<file path="src/rtl/gpu_tri_sequencer_if.sv">
// gpu_tri_sequencer_if: primitive-in / triangle-out handshake bundle for the
// triangle sequencer. master = upstream splitter + rasterizer side,
// slave = the sequencer itself.
interface gpu_tri_sequencer_if #(
  parameter int CW = 16
);
  // primitive input side
  logic          in_valid;
  logic          in_ready;
  logic          in_is_quad;
  logic [CW-1:0] in_x0_0, in_y0_0, in_x1_0, in_y1_0, in_x2_0, in_y2_0;
  logic [CW-1:0] in_x0_1, in_y0_1, in_x1_1, in_y1_1, in_x2_1, in_y2_1;

  // triangle output side
  logic          out_valid;
  logic          out_ready;
  logic          out_last;
  logic          out_idx;
  logic [CW-1:0] out_x0, out_y0, out_x1, out_y1, out_x2, out_y2;

  modport master (
    output in_valid, in_is_quad,
    output in_x0_0, in_y0_0, in_x1_0, in_y1_0, in_x2_0, in_y2_0,
    output in_x0_1, in_y0_1, in_x1_1, in_y1_1, in_x2_1, in_y2_1,
    output out_ready,
    input  in_ready,
    input  out_valid, out_last, out_idx,
    input  out_x0, out_y0, out_x1, out_y1, out_x2, out_y2
  );

  modport slave (
    input  in_valid, in_is_quad,
    input  in_x0_0, in_y0_0, in_x1_0, in_y1_0, in_x2_0, in_y2_0,
    input  in_x0_1, in_y0_1, in_x1_1, in_y1_1, in_x2_1, in_y2_1,
    input  out_ready,
    output in_ready,
    output out_valid, out_last, out_idx,
    output out_x0, out_y0, out_x1, out_y1, out_x2, out_y2
  );
endinterface

</file>
<file path="src/rtl/gpu_tri_sequencer.sv">
// gpu_tri_sequencer: captures one primitive (split quad = two triangles, or a
// single triangle) and issues its triangles one per transfer to rasterizer
// setup. Keeps a saturating issued-triangle counter.
// Optional build macro GPU_TRI_DEGEN_CULL_EN: drop zero-area triangles and
// count them on cull_count.
module gpu_tri_sequencer #(
  parameter int CW    = 16,
  parameter int CNT_W = 16
) (
  input  logic               clk,
  input  logic               rst,
  gpu_tri_sequencer_if.slave bus,
  output logic               busy,
  output logic [CNT_W-1:0]   tri_count
`ifdef GPU_TRI_DEGEN_CULL_EN
  ,
  output logic [CNT_W-1:0]   cull_count
`endif
);

  typedef enum logic [1:0] {
    IDLE  = 2'd0,
    SEND0 = 2'd1,
    SEND1 = 2'd2
  } state_t;

  // coordinate slot order: x0, y0, x1, y1, x2, y2
  localparam int NC = 6;

  state_t     state_reg, state_next;
  logic       quad_reg;
  logic [CNT_W-1:0] tri_count_reg;

  logic [CW-1:0] in_tri0   [NC];
  logic [CW-1:0] in_tri1   [NC];
  logic [CW-1:0] out_coord [NC];
  logic [CW-1:0] tri1_coord[NC];

  logic in_ready_w;
  logic out_valid_w;
  logic out_last_w;
  logic out_idx_w;
  logic load_tri0;
  logic load_tri1;
  logic done;
  logic out_fire;
  logic cur_deg;
  logic tri1_deg;

  assign in_tri0[0] = bus.in_x0_0;
  assign in_tri0[1] = bus.in_y0_0;
  assign in_tri0[2] = bus.in_x1_0;
  assign in_tri0[3] = bus.in_y1_0;
  assign in_tri0[4] = bus.in_x2_0;
  assign in_tri0[5] = bus.in_y2_0;

  assign in_tri1[0] = bus.in_x0_1;
  assign in_tri1[1] = bus.in_y0_1;
  assign in_tri1[2] = bus.in_x1_1;
  assign in_tri1[3] = bus.in_y1_1;
  assign in_tri1[4] = bus.in_x2_1;
  assign in_tri1[5] = bus.in_y2_1;

  // Per coordinate: the presented triangle register and the parked tri1.
  // The presented register is loaded with tri0 on capture and with the parked
  // tri1 when moving on, so it never changes while a triangle is on offer.
  genvar gi;
  generate
    for (gi = 0; gi < NC; gi++) begin : g_coord
      logic [CW-1:0] coord_reg;
      logic [CW-1:0] tri1_reg;

      // presented-coordinate and parked-tri1 registers
      always_ff @(posedge clk) begin
        if (rst) begin
          coord_reg <= '0;
          tri1_reg  <= '0;
        end else begin
          if (load_tri0) begin
            coord_reg <= in_tri0[gi];
          end else if (load_tri1) begin
            coord_reg <= tri1_reg;
          end
          // tri1 inputs of a single-triangle command are don't-care
          if (load_tri0 && bus.in_is_quad) begin
            tri1_reg <= in_tri1[gi];
          end
        end
      end

      assign out_coord[gi]  = coord_reg;
      assign tri1_coord[gi] = tri1_reg;
    end
  endgenerate

`ifdef GPU_TRI_DEGEN_CULL_EN
  localparam int OW = CW + 2;
  localparam int PW = 2 * OW;
  localparam int AW = 2 * CW + 5;

  logic [CNT_W-1:0] cull_count_reg;
  logic             cull_inc;

  // Doubled signed area; operands sign-extended so neither the differences
  // nor the products can overflow.
  function automatic logic signed [AW-1:0] area2(
    input logic [CW-1:0] x0, input logic [CW-1:0] y0,
    input logic [CW-1:0] x1, input logic [CW-1:0] y1,
    input logic [CW-1:0] x2, input logic [CW-1:0] y2
  );
    logic signed [OW-1:0] dx1, dy1, dx2, dy2;
    logic signed [PW-1:0] p1, p2;
    logic signed [AW-1:0] a1, a2;
    dx1 = {{2{x1[CW-1]}}, x1} - {{2{x0[CW-1]}}, x0};
    dy1 = {{2{y1[CW-1]}}, y1} - {{2{y0[CW-1]}}, y0};
    dx2 = {{2{x2[CW-1]}}, x2} - {{2{x0[CW-1]}}, x0};
    dy2 = {{2{y2[CW-1]}}, y2} - {{2{y0[CW-1]}}, y0};
    p1  = dx1 * dy2;
    p2  = dx2 * dy1;
    a1  = {p1[PW-1], p1};
    a2  = {p2[PW-1], p2};
    return a1 - a2;
  endfunction

  assign cur_deg  = (area2(out_coord[0], out_coord[1], out_coord[2],
                           out_coord[3], out_coord[4], out_coord[5]) == '0);
  assign tri1_deg = (area2(tri1_coord[0], tri1_coord[1], tri1_coord[2],
                           tri1_coord[3], tri1_coord[4], tri1_coord[5]) == '0);

  // saturating count of dropped zero-area triangles
  always_ff @(posedge clk) begin
    if (rst) begin
      cull_count_reg <= '0;
    end else if (cull_inc && (cull_count_reg != {CNT_W{1'b1}})) begin
      cull_count_reg <= cull_count_reg + 1'b1;
    end
  end

  assign cull_count = cull_count_reg;
`else
  assign cur_deg  = 1'b0;
  assign tri1_deg = 1'b0;
`endif

  // state register and captured quad flag
  always_ff @(posedge clk) begin
    if (rst) begin
      state_reg <= IDLE;
      quad_reg  <= 1'b0;
    end else begin
      state_reg <= state_next;
      if (load_tri0) begin
        quad_reg <= bus.in_is_quad;
      end
    end
  end

  // next state, handshake and register-load decode
  always_comb begin
    state_next  = state_reg;
    in_ready_w  = 1'b0;
    out_valid_w = 1'b0;
    out_last_w  = 1'b0;
    out_idx_w   = 1'b0;
    load_tri0   = 1'b0;
    load_tri1   = 1'b0;
    done        = 1'b0;
`ifdef GPU_TRI_DEGEN_CULL_EN
    cull_inc    = 1'b0;
`endif
    unique case (state_reg)
      IDLE: begin
        in_ready_w = 1'b1;
      end
      SEND0: begin
        if (cur_deg) begin
          // zero-area tri0: spend this cycle dropping it, then move on
`ifdef GPU_TRI_DEGEN_CULL_EN
          cull_inc = 1'b1;
`endif
          if (quad_reg) begin
            state_next = SEND1;
            load_tri1  = 1'b1;
          end else begin
            done = 1'b1;
          end
        end else begin
          out_valid_w = 1'b1;
          // a zero-area tri1 is never shown, so tri0 closes the primitive
          out_last_w  = !quad_reg || tri1_deg;
          if (bus.out_ready) begin
            if (out_last_w) begin
              done = 1'b1;
`ifdef GPU_TRI_DEGEN_CULL_EN
              cull_inc = quad_reg;
`endif
            end else begin
              state_next = SEND1;
              load_tri1  = 1'b1;
            end
          end
        end
      end
      SEND1: begin
        out_idx_w = 1'b1;
        if (cur_deg) begin
`ifdef GPU_TRI_DEGEN_CULL_EN
          cull_inc = 1'b1;
`endif
          done = 1'b1;
        end else begin
          out_valid_w = 1'b1;
          out_last_w  = 1'b1;
          if (bus.out_ready) begin
            done = 1'b1;
          end
        end
      end
      default: begin
        state_next = IDLE;
      end
    endcase
    // finishing a primitive frees the capture slot in the same cycle
    if (done) begin
      state_next = IDLE;
      in_ready_w = 1'b1;
    end
    if (in_ready_w && bus.in_valid) begin
      state_next = SEND0;
      load_tri0  = 1'b1;
    end
  end

  assign out_fire = out_valid_w && bus.out_ready;

  // saturating issued-triangle counter
  always_ff @(posedge clk) begin
    if (rst) begin
      tri_count_reg <= '0;
    end else if (out_fire && (tri_count_reg != {CNT_W{1'b1}})) begin
      tri_count_reg <= tri_count_reg + 1'b1;
    end
  end

  assign bus.in_ready  = in_ready_w;
  assign bus.out_valid = out_valid_w;
  assign bus.out_last  = out_last_w;
  assign bus.out_idx   = out_idx_w;
  assign bus.out_x0    = out_coord[0];
  assign bus.out_y0    = out_coord[1];
  assign bus.out_x1    = out_coord[2];
  assign bus.out_y1    = out_coord[3];
  assign bus.out_x2    = out_coord[4];
  assign bus.out_y2    = out_coord[5];

  assign busy      = (state_reg != IDLE);
  assign tri_count = tri_count_reg;

endmodule

</file>
<file path="src/flat_wrapper.sv">
// flat-port wrapper written by rule: the top's interface ports become plain ports
module gpu_tri_sequencer_flat 
#(
  parameter int CW    = 16,
  parameter int CNT_W = 16
)
  (clk, rst, busy, tri_count, bus_in_valid, bus_in_is_quad, bus_in_x0_0, bus_in_y0_0, bus_in_x1_0, bus_in_y1_0, bus_in_x2_0, bus_in_y2_0, bus_in_x0_1, bus_in_y0_1, bus_in_x1_1, bus_in_y1_1, bus_in_x2_1, bus_in_y2_1, bus_out_ready, bus_in_ready, bus_out_valid, bus_out_last, bus_out_idx, bus_out_x0, bus_out_y0, bus_out_x1, bus_out_y1, bus_out_x2, bus_out_y2);
  gpu_tri_sequencer_if #(.CW(CW)) bus_i ();
  input  logic clk;
  input  logic rst;
  output logic busy;
  output logic [CNT_W-1:0] tri_count;
  input wire logic [$bits(bus_i.in_valid)-1:0] bus_in_valid;
  input wire logic [$bits(bus_i.in_is_quad)-1:0] bus_in_is_quad;
  input wire logic [$bits(bus_i.in_x0_0)-1:0] bus_in_x0_0;
  input wire logic [$bits(bus_i.in_y0_0)-1:0] bus_in_y0_0;
  input wire logic [$bits(bus_i.in_x1_0)-1:0] bus_in_x1_0;
  input wire logic [$bits(bus_i.in_y1_0)-1:0] bus_in_y1_0;
  input wire logic [$bits(bus_i.in_x2_0)-1:0] bus_in_x2_0;
  input wire logic [$bits(bus_i.in_y2_0)-1:0] bus_in_y2_0;
  input wire logic [$bits(bus_i.in_x0_1)-1:0] bus_in_x0_1;
  input wire logic [$bits(bus_i.in_y0_1)-1:0] bus_in_y0_1;
  input wire logic [$bits(bus_i.in_x1_1)-1:0] bus_in_x1_1;
  input wire logic [$bits(bus_i.in_y1_1)-1:0] bus_in_y1_1;
  input wire logic [$bits(bus_i.in_x2_1)-1:0] bus_in_x2_1;
  input wire logic [$bits(bus_i.in_y2_1)-1:0] bus_in_y2_1;
  input wire logic [$bits(bus_i.out_ready)-1:0] bus_out_ready;
  output wire logic [$bits(bus_i.in_ready)-1:0] bus_in_ready;
  output wire logic [$bits(bus_i.out_valid)-1:0] bus_out_valid;
  output wire logic [$bits(bus_i.out_last)-1:0] bus_out_last;
  output wire logic [$bits(bus_i.out_idx)-1:0] bus_out_idx;
  output wire logic [$bits(bus_i.out_x0)-1:0] bus_out_x0;
  output wire logic [$bits(bus_i.out_y0)-1:0] bus_out_y0;
  output wire logic [$bits(bus_i.out_x1)-1:0] bus_out_x1;
  output wire logic [$bits(bus_i.out_y1)-1:0] bus_out_y1;
  output wire logic [$bits(bus_i.out_x2)-1:0] bus_out_x2;
  output wire logic [$bits(bus_i.out_y2)-1:0] bus_out_y2;
  assign bus_i.in_valid = bus_in_valid;
  assign bus_i.in_is_quad = bus_in_is_quad;
  assign bus_i.in_x0_0 = bus_in_x0_0;
  assign bus_i.in_y0_0 = bus_in_y0_0;
  assign bus_i.in_x1_0 = bus_in_x1_0;
  assign bus_i.in_y1_0 = bus_in_y1_0;
  assign bus_i.in_x2_0 = bus_in_x2_0;
  assign bus_i.in_y2_0 = bus_in_y2_0;
  assign bus_i.in_x0_1 = bus_in_x0_1;
  assign bus_i.in_y0_1 = bus_in_y0_1;
  assign bus_i.in_x1_1 = bus_in_x1_1;
  assign bus_i.in_y1_1 = bus_in_y1_1;
  assign bus_i.in_x2_1 = bus_in_x2_1;
  assign bus_i.in_y2_1 = bus_in_y2_1;
  assign bus_i.out_ready = bus_out_ready;
  assign bus_in_ready = bus_i.in_ready;
  assign bus_out_valid = bus_i.out_valid;
  assign bus_out_last = bus_i.out_last;
  assign bus_out_idx = bus_i.out_idx;
  assign bus_out_x0 = bus_i.out_x0;
  assign bus_out_y0 = bus_i.out_y0;
  assign bus_out_x1 = bus_i.out_x1;
  assign bus_out_y1 = bus_i.out_y1;
  assign bus_out_x2 = bus_i.out_x2;
  assign bus_out_y2 = bus_i.out_y2;
  gpu_tri_sequencer #(.CW(CW), .CNT_W(CNT_W)) u_core (.clk(clk), .rst(rst), .bus(bus_i), .busy(busy), .tri_count(tri_count));
endmodule
</file>
<file path="config.mk">
export PLATFORM = sky130hd
export DESIGN_NAME = gpu_tri_sequencer_flat
export DESIGN_NICKNAME = d
export VERILOG_FILES = /design/src/rtl/gpu_tri_sequencer_if.sv /design/src/rtl/gpu_tri_sequencer.sv /design/src/flat_wrapper.sv
export SDC_FILE = /design/constraint.sdc
export NUM_CORES = 1
export LEC_CHECK = 0
export CORE_MARGIN = 5
export CORE_UTILIZATION = 35
export CTS_CLUSTER_SIZE = 25
export DETAILED_ROUTE_END_ITERATION = 7
export PLACE_DENSITY_LB_ADDON = 0.3
export SLEW_MARGIN = 0
export SYNTH_ARGS = -nofsm -noshare
export SYNTH_HDL_FRONTEND = slang
export SYNTH_SLANG_ARGS = --single-unit
</file>
<file path="constraint.sdc">
create_clock -name clk -period 2.85 [get_ports clk]
set_input_delay 0.855 -clock clk [delete_from_list [all_inputs] [get_ports clk]]
set_output_delay 0.855 -clock clk [all_outputs]
set_load 0.005 [all_outputs]
</file>
-- Word level (Yosys, flattened, before mapping)
Index checks and enable logic that the tools add are counted.
- register bits after elaboration: 211
- input port bits: 197
- logic and storage cells: 69
- add/sub/neg operators: 1
- equality and inequality tests: 8
- muxes and demuxes: 30
- bitwise logic cells: 1
- reduce and logical (&&, ||, !) cells: 13
- operators with widths (kind ; count):
    $mux W16 ; 12
    $add A16 B1 Y16 const B ; 1
    $ne A16 B16 Y1 const B ; 1
    $mux W1 ; 13
    $reduce_and A3 Y1 ; 2
    $logic_and A1 B1 Y1 ; 4
    $mux W2 ; 2
    $ne A4 B1 Y1 const B ; 1
    $ne A4 B2 Y1 const B ; 1
    $pmux W1 S2 ; 2
    $pmux W2 S2 ; 1
    $reduce_bool A2 Y1 ; 2
    $reduce_or A2 Y1 ; 2
    $ne A3 B1 Y1 const B ; 1
    $reduce_or A3 Y1 ; 1
    $eq A2 B1 Y1 const B ; 1
    $eq A2 B2 Y1 const B ; 1
    $logic_not A2 Y1 ; 1
    $ne A2 B1 Y1 const B ; 1
    $ne A2 B2 Y1 const B ; 1
    $logic_not A1 Y1 ; 1
    $not A1 Y1 ; 1

-- Longest topological paths before layout
- depth in word-level cells: 7
- depth in mapped cells: 9
- depth with buffers taken out: 6

-- Least setup slack after synthesis
Ideal clock, no wire load.
- path type: input -> output
- from: in bus_out_ready
- to: out bus_in_ready
- arrival time: 1.690 ns
- data required time: 1.995 ns
- setup slack: 0.305 ns
- cell stages on the path: 5
- buffers on the path: 2
- cells stage by stage: and2_1 o21ai_1 buf_2 clkbuf_1 nand2_1
- cells in the longest elaborated chain, start to end: 3
- elaborated cells on any way between the ends: 4
- ends and longest elaborated chain (what ; RTL line ; text):
    start: declaration ; flat_wrapper.sv:27 ; input wire logic [$bits(bus_i.out_ready)-1:0] bus_out_ready;
    $mux W1 (on tied branches) ; gpu_tri_sequencer.sv:214, gpu_tri_sequencer.sv:191 ;
    $pmux W1 S2 * ; gpu_tri_sequencer.sv:171 ; unique case (state_reg)
    $mux W1 * ; gpu_tri_sequencer.sv:224 ; if (done) begin
    end: declaration ; flat_wrapper.sv:28 ; output wire logic [$bits(bus_i.in_ready)-1:0] bus_in_ready;
Every way passes the cells marked *; elsewhere a longest branch is shown, timed or not.

-- Worst setup path after layout
- from: reg u_core.state_reg[0]
- to: out bus_out_last
- cells in the longest elaborated chain, start to end: 2
- elaborated cells on any way between the ends: 3
- ends and longest elaborated chain (what ; RTL line ; text):
    start: declaration ; gpu_tri_sequencer.sv:30 ; state_t state_reg, state_next;
    start signal: assignment ; gpu_tri_sequencer.sv:151 ; state_reg <= state_next;
    $eq A2 B2 Y1 / $eq A2 B1 Y1 (equally long branches) ; gpu_tri_sequencer.sv:171 ;
    $pmux W1 S2 * ; gpu_tri_sequencer.sv:171 ;
    end: declaration ; flat_wrapper.sv:30 ; output wire logic [$bits(bus_i.out_last)-1:0] bus_out_last;
Marked as above.

==> summary.txt <==
Global route
  • First-pass GRT wire length: 48.4 mm
  • Total gr overflow: 0
  • Largest net degree at the start of global routing: 119
  • GRT Overall Usage: 19.4%
  • Antenna violations before repair: 0
  • Vias in the first global route: 8,483

Layout
  • Fin cells: 1,626
  • Fillers: 2,483
  • Final Util: 51.8%
  • Multi-input gate area: 4810 sq um
  • Largest register FFs: 96
  • Area grow syn2layout: 47.3%
  • Register area: 4230 sq um
  • Layout cells sized above 1: 7.47%
  • Final instance area: 13,800 sq um
  • Commonest non-fill, non-tap cells in the layout: clkdlybuf4s50_1 (311), dfxtp_1 (210), nand2_1 (204)
  • Commonest non-fill, non-tap cell in the layout: clkdlybuf4s50_1
  • Number of diodes: 0
  • Final #Nets: 1,468

Clock network
  • CTS sink count: 211
  • CTS buffer count: 24
  • Clk slew on worst S/H paths: 0.06 ns
  • CTS Buffer Depth: 3
  • Postcts setup bufs: 0
  • Latest clock arrival within the worst-skew pair: 0.51 ns
  • CTS tree: yes
  • CTS HTree Levels: 1
  • Hold_buf cts: 0
  • Clk Tree Root Cell: clkbuf_16

Critical path
  • CP arrival: 1.91 ns
  • Req. time, crit path: 2.00 ns
  • Cells along the critical path: inv_1 > ha_2 > o21a_1 > clkdlybuf4s50_1
  • Critical path capture point type: primary output
  • WS Path Type: flop to primary output
  • CP Max Fanout: 5
  • Delay of the slowest critical-path stage: 0.49 ns
  • Type of origin of the critical path: flop
  • Crit-path slowest cell: clkdlybuf4s50_1

Synth
  • Yosys Warn Count: 0
  • Synthesized flop and latch total: 211
  • Mapped Cells: 994
  • Top cells by area, synth: dfxtp_1 (45%), mux2i_1 (21%), a211oi_1 (16%), nand2_1 (8.2%), clkbuf_1 (2.9%)
  • Post-synthesis cell type count: 37
  • Register area share after synthesis: 45.0%
  • Syn avg cell area: 9.45 sq um
  • Post-synth top area cell: dfxtp_1
  • Mapped Area: 9400 sq um
  • Area share of the largest cell type after synthesis: 45.0%
  • Syn Nets: 1,195

STA
  • Tmin final: 2.76 ns
  • Skew final: 0.0103 ns
  • Unrepaired setup endpoints after global routing: false
  • Tightest Pin Transition: 0.784 ns
  • Final hold viol count: 0
  • Hold_ws: 0.454 ns
  • Final TNS setup: 0 ns
  • Slew headroom: 47.7%
  • Max-slew violation count: 0
  • Max Fclk: 362 MHz
  • Final Setup Violations: 0
  • Final setup margin: 0.0899 ns
  • Crit share post-route: 96.8%

Place
  • Pre-CTS WS: -0.214 ns
  • Buffers on Ports: 313
  • Cell count after placement: 1,582
  • Gpl congestion: 0.801
  • DP HPWL: 20.5 mm
  • Area post-placement: 13,100 sq um

Power and ir drop
  • Total power draw: 7.53 mW
  • Comb pwr share: 17.5%
  • P_int: 5.63 mW
  • Leakage Power: 5.53 nW
  • Peak supply drop: 0.000327 V
  • Net switching power figure: 1.90 mW
  • Power Density: 544 nW/um^2
  • Sequential Power Share: 43.4%
  • Clock power share: 39.2%
  • Switching Share: 25.3%

Drt
  • Post-Route WL: 30.9 mm
  • Met2 routed WL: 14.2 mm
  • Top sig layer: met4
  • Met3 WL: 2.62 mm
  • Vias per cell: 5.28
  • 1st-iter DRT viols: 404
  • DRC Markers: 0
  • Vias: 8,579
  • First-pass iteration count of the detailed router: 5
  • Drt wl/cell: 19.0 um
  • Final antenna-violating net count: 0
  • Met1 Wirelength: 13.4 mm

Die
  • Core area: 26,700 sq um
  • Starting Density: 35.2%
  • Row count: 60
  • Die width: 174 um
  • Die area: 30,200 sq um
  • Top-Level Pins: 314
  • Die height: 174 um

Job
  • Total of max-cap violations: 0

Hold path
  • Hold Crit Class: flop to flop

Run status
  • Outcome: finished, final reports clean
[power groups by stage]
stage          Combinational (mW)  Clock [mW]  Sequential, mW
2_1_floorplan               0.539           0            3.32
3_3_place_gp                 1.30           0            3.32
3_5_place_dp                 1.31           0            3.33
4_1_cts                      1.33        3.05            3.27
5_1_grt                      1.42        3.17            3.29
6_report                     1.32        2.95            3.27
[kinds of logic after synthesis]
group / synth area share [%]
buffers and inverters: 4.70
adders and majority gates: 0.533
AOI/OAI and AO/OA: 17.3
and+or+nand+nor: 11.1
DFF: 45.0
muxes: 21.4
[Yosys cell counts (all sizes together)]
library cell    n
dfxtp         211
nand2         204
a211oi        196
mux2i         193
clkbuf         73
buf            26
nor2           12
a21oi           9
inv             8
nor2b           8
mux2            7
nand3           7
nor3            6
ha              4
nand4           4
a2111oi         3
and3            3
or4             3
a21o            2
nor4            2
o21ai           2
o31ai           2
or3             2
a22o            1
a311oi          1
a31oi           1
and2            1
nand2b          1
o21a            1
o31a            1
[critical path: cells and delay by family, from the launching register on]
kind	cells	cell delay, ns
buf+inv	2	0.62
flops	1	0.34
fa+ha+maj	1	0.29
compound gates	1	0.15
[cell type report]
cell class,count,share of cell area (%)
Clock buffer,32,4.78
Clock inverter,12,0.669
Inverter,8,0.271
Multi-Input combinational cell,676,34.7
Sequential cell,211,30.5
Tap cell,341,3.08
Timing Repair Buffer,346,25.9
[path summary, 6_finish.rpt]
kind         cells past startpoint  slack [ns]                      startpoint                              to
max                              4        0.09             u_core.state_reg[0]                    bus_out_last
min                              2        0.45  u_core.g_coord[2].tri1_reg[11]  u_core.g_coord[2].tri1_reg[11]
max reg2reg                      8        0.48             u_core.state_reg[0]           u_core.bus.out_y2[11]
min reg2reg                      2        0.45  u_core.g_coord[2].tri1_reg[11]  u_core.g_coord[2].tri1_reg[11]
[layer usage]
metal | global-route usage [%] | up-vias
met2 | 31.5 | 315
met4 | 5.01 | 0
met3 | 6.35 | 46
li1 | - | 4147
met5 | 0 | -
met1 | 25.0 | 4071
[timing repair]
item | 4_1_cts | 5_1_grt
endpoints found under the setup margin | 2 | 1
endpoints found under the hold margin | 0 | 0
resized for setup | 9 | 1
Note: power is estimated with default switching activity, not from simulation.
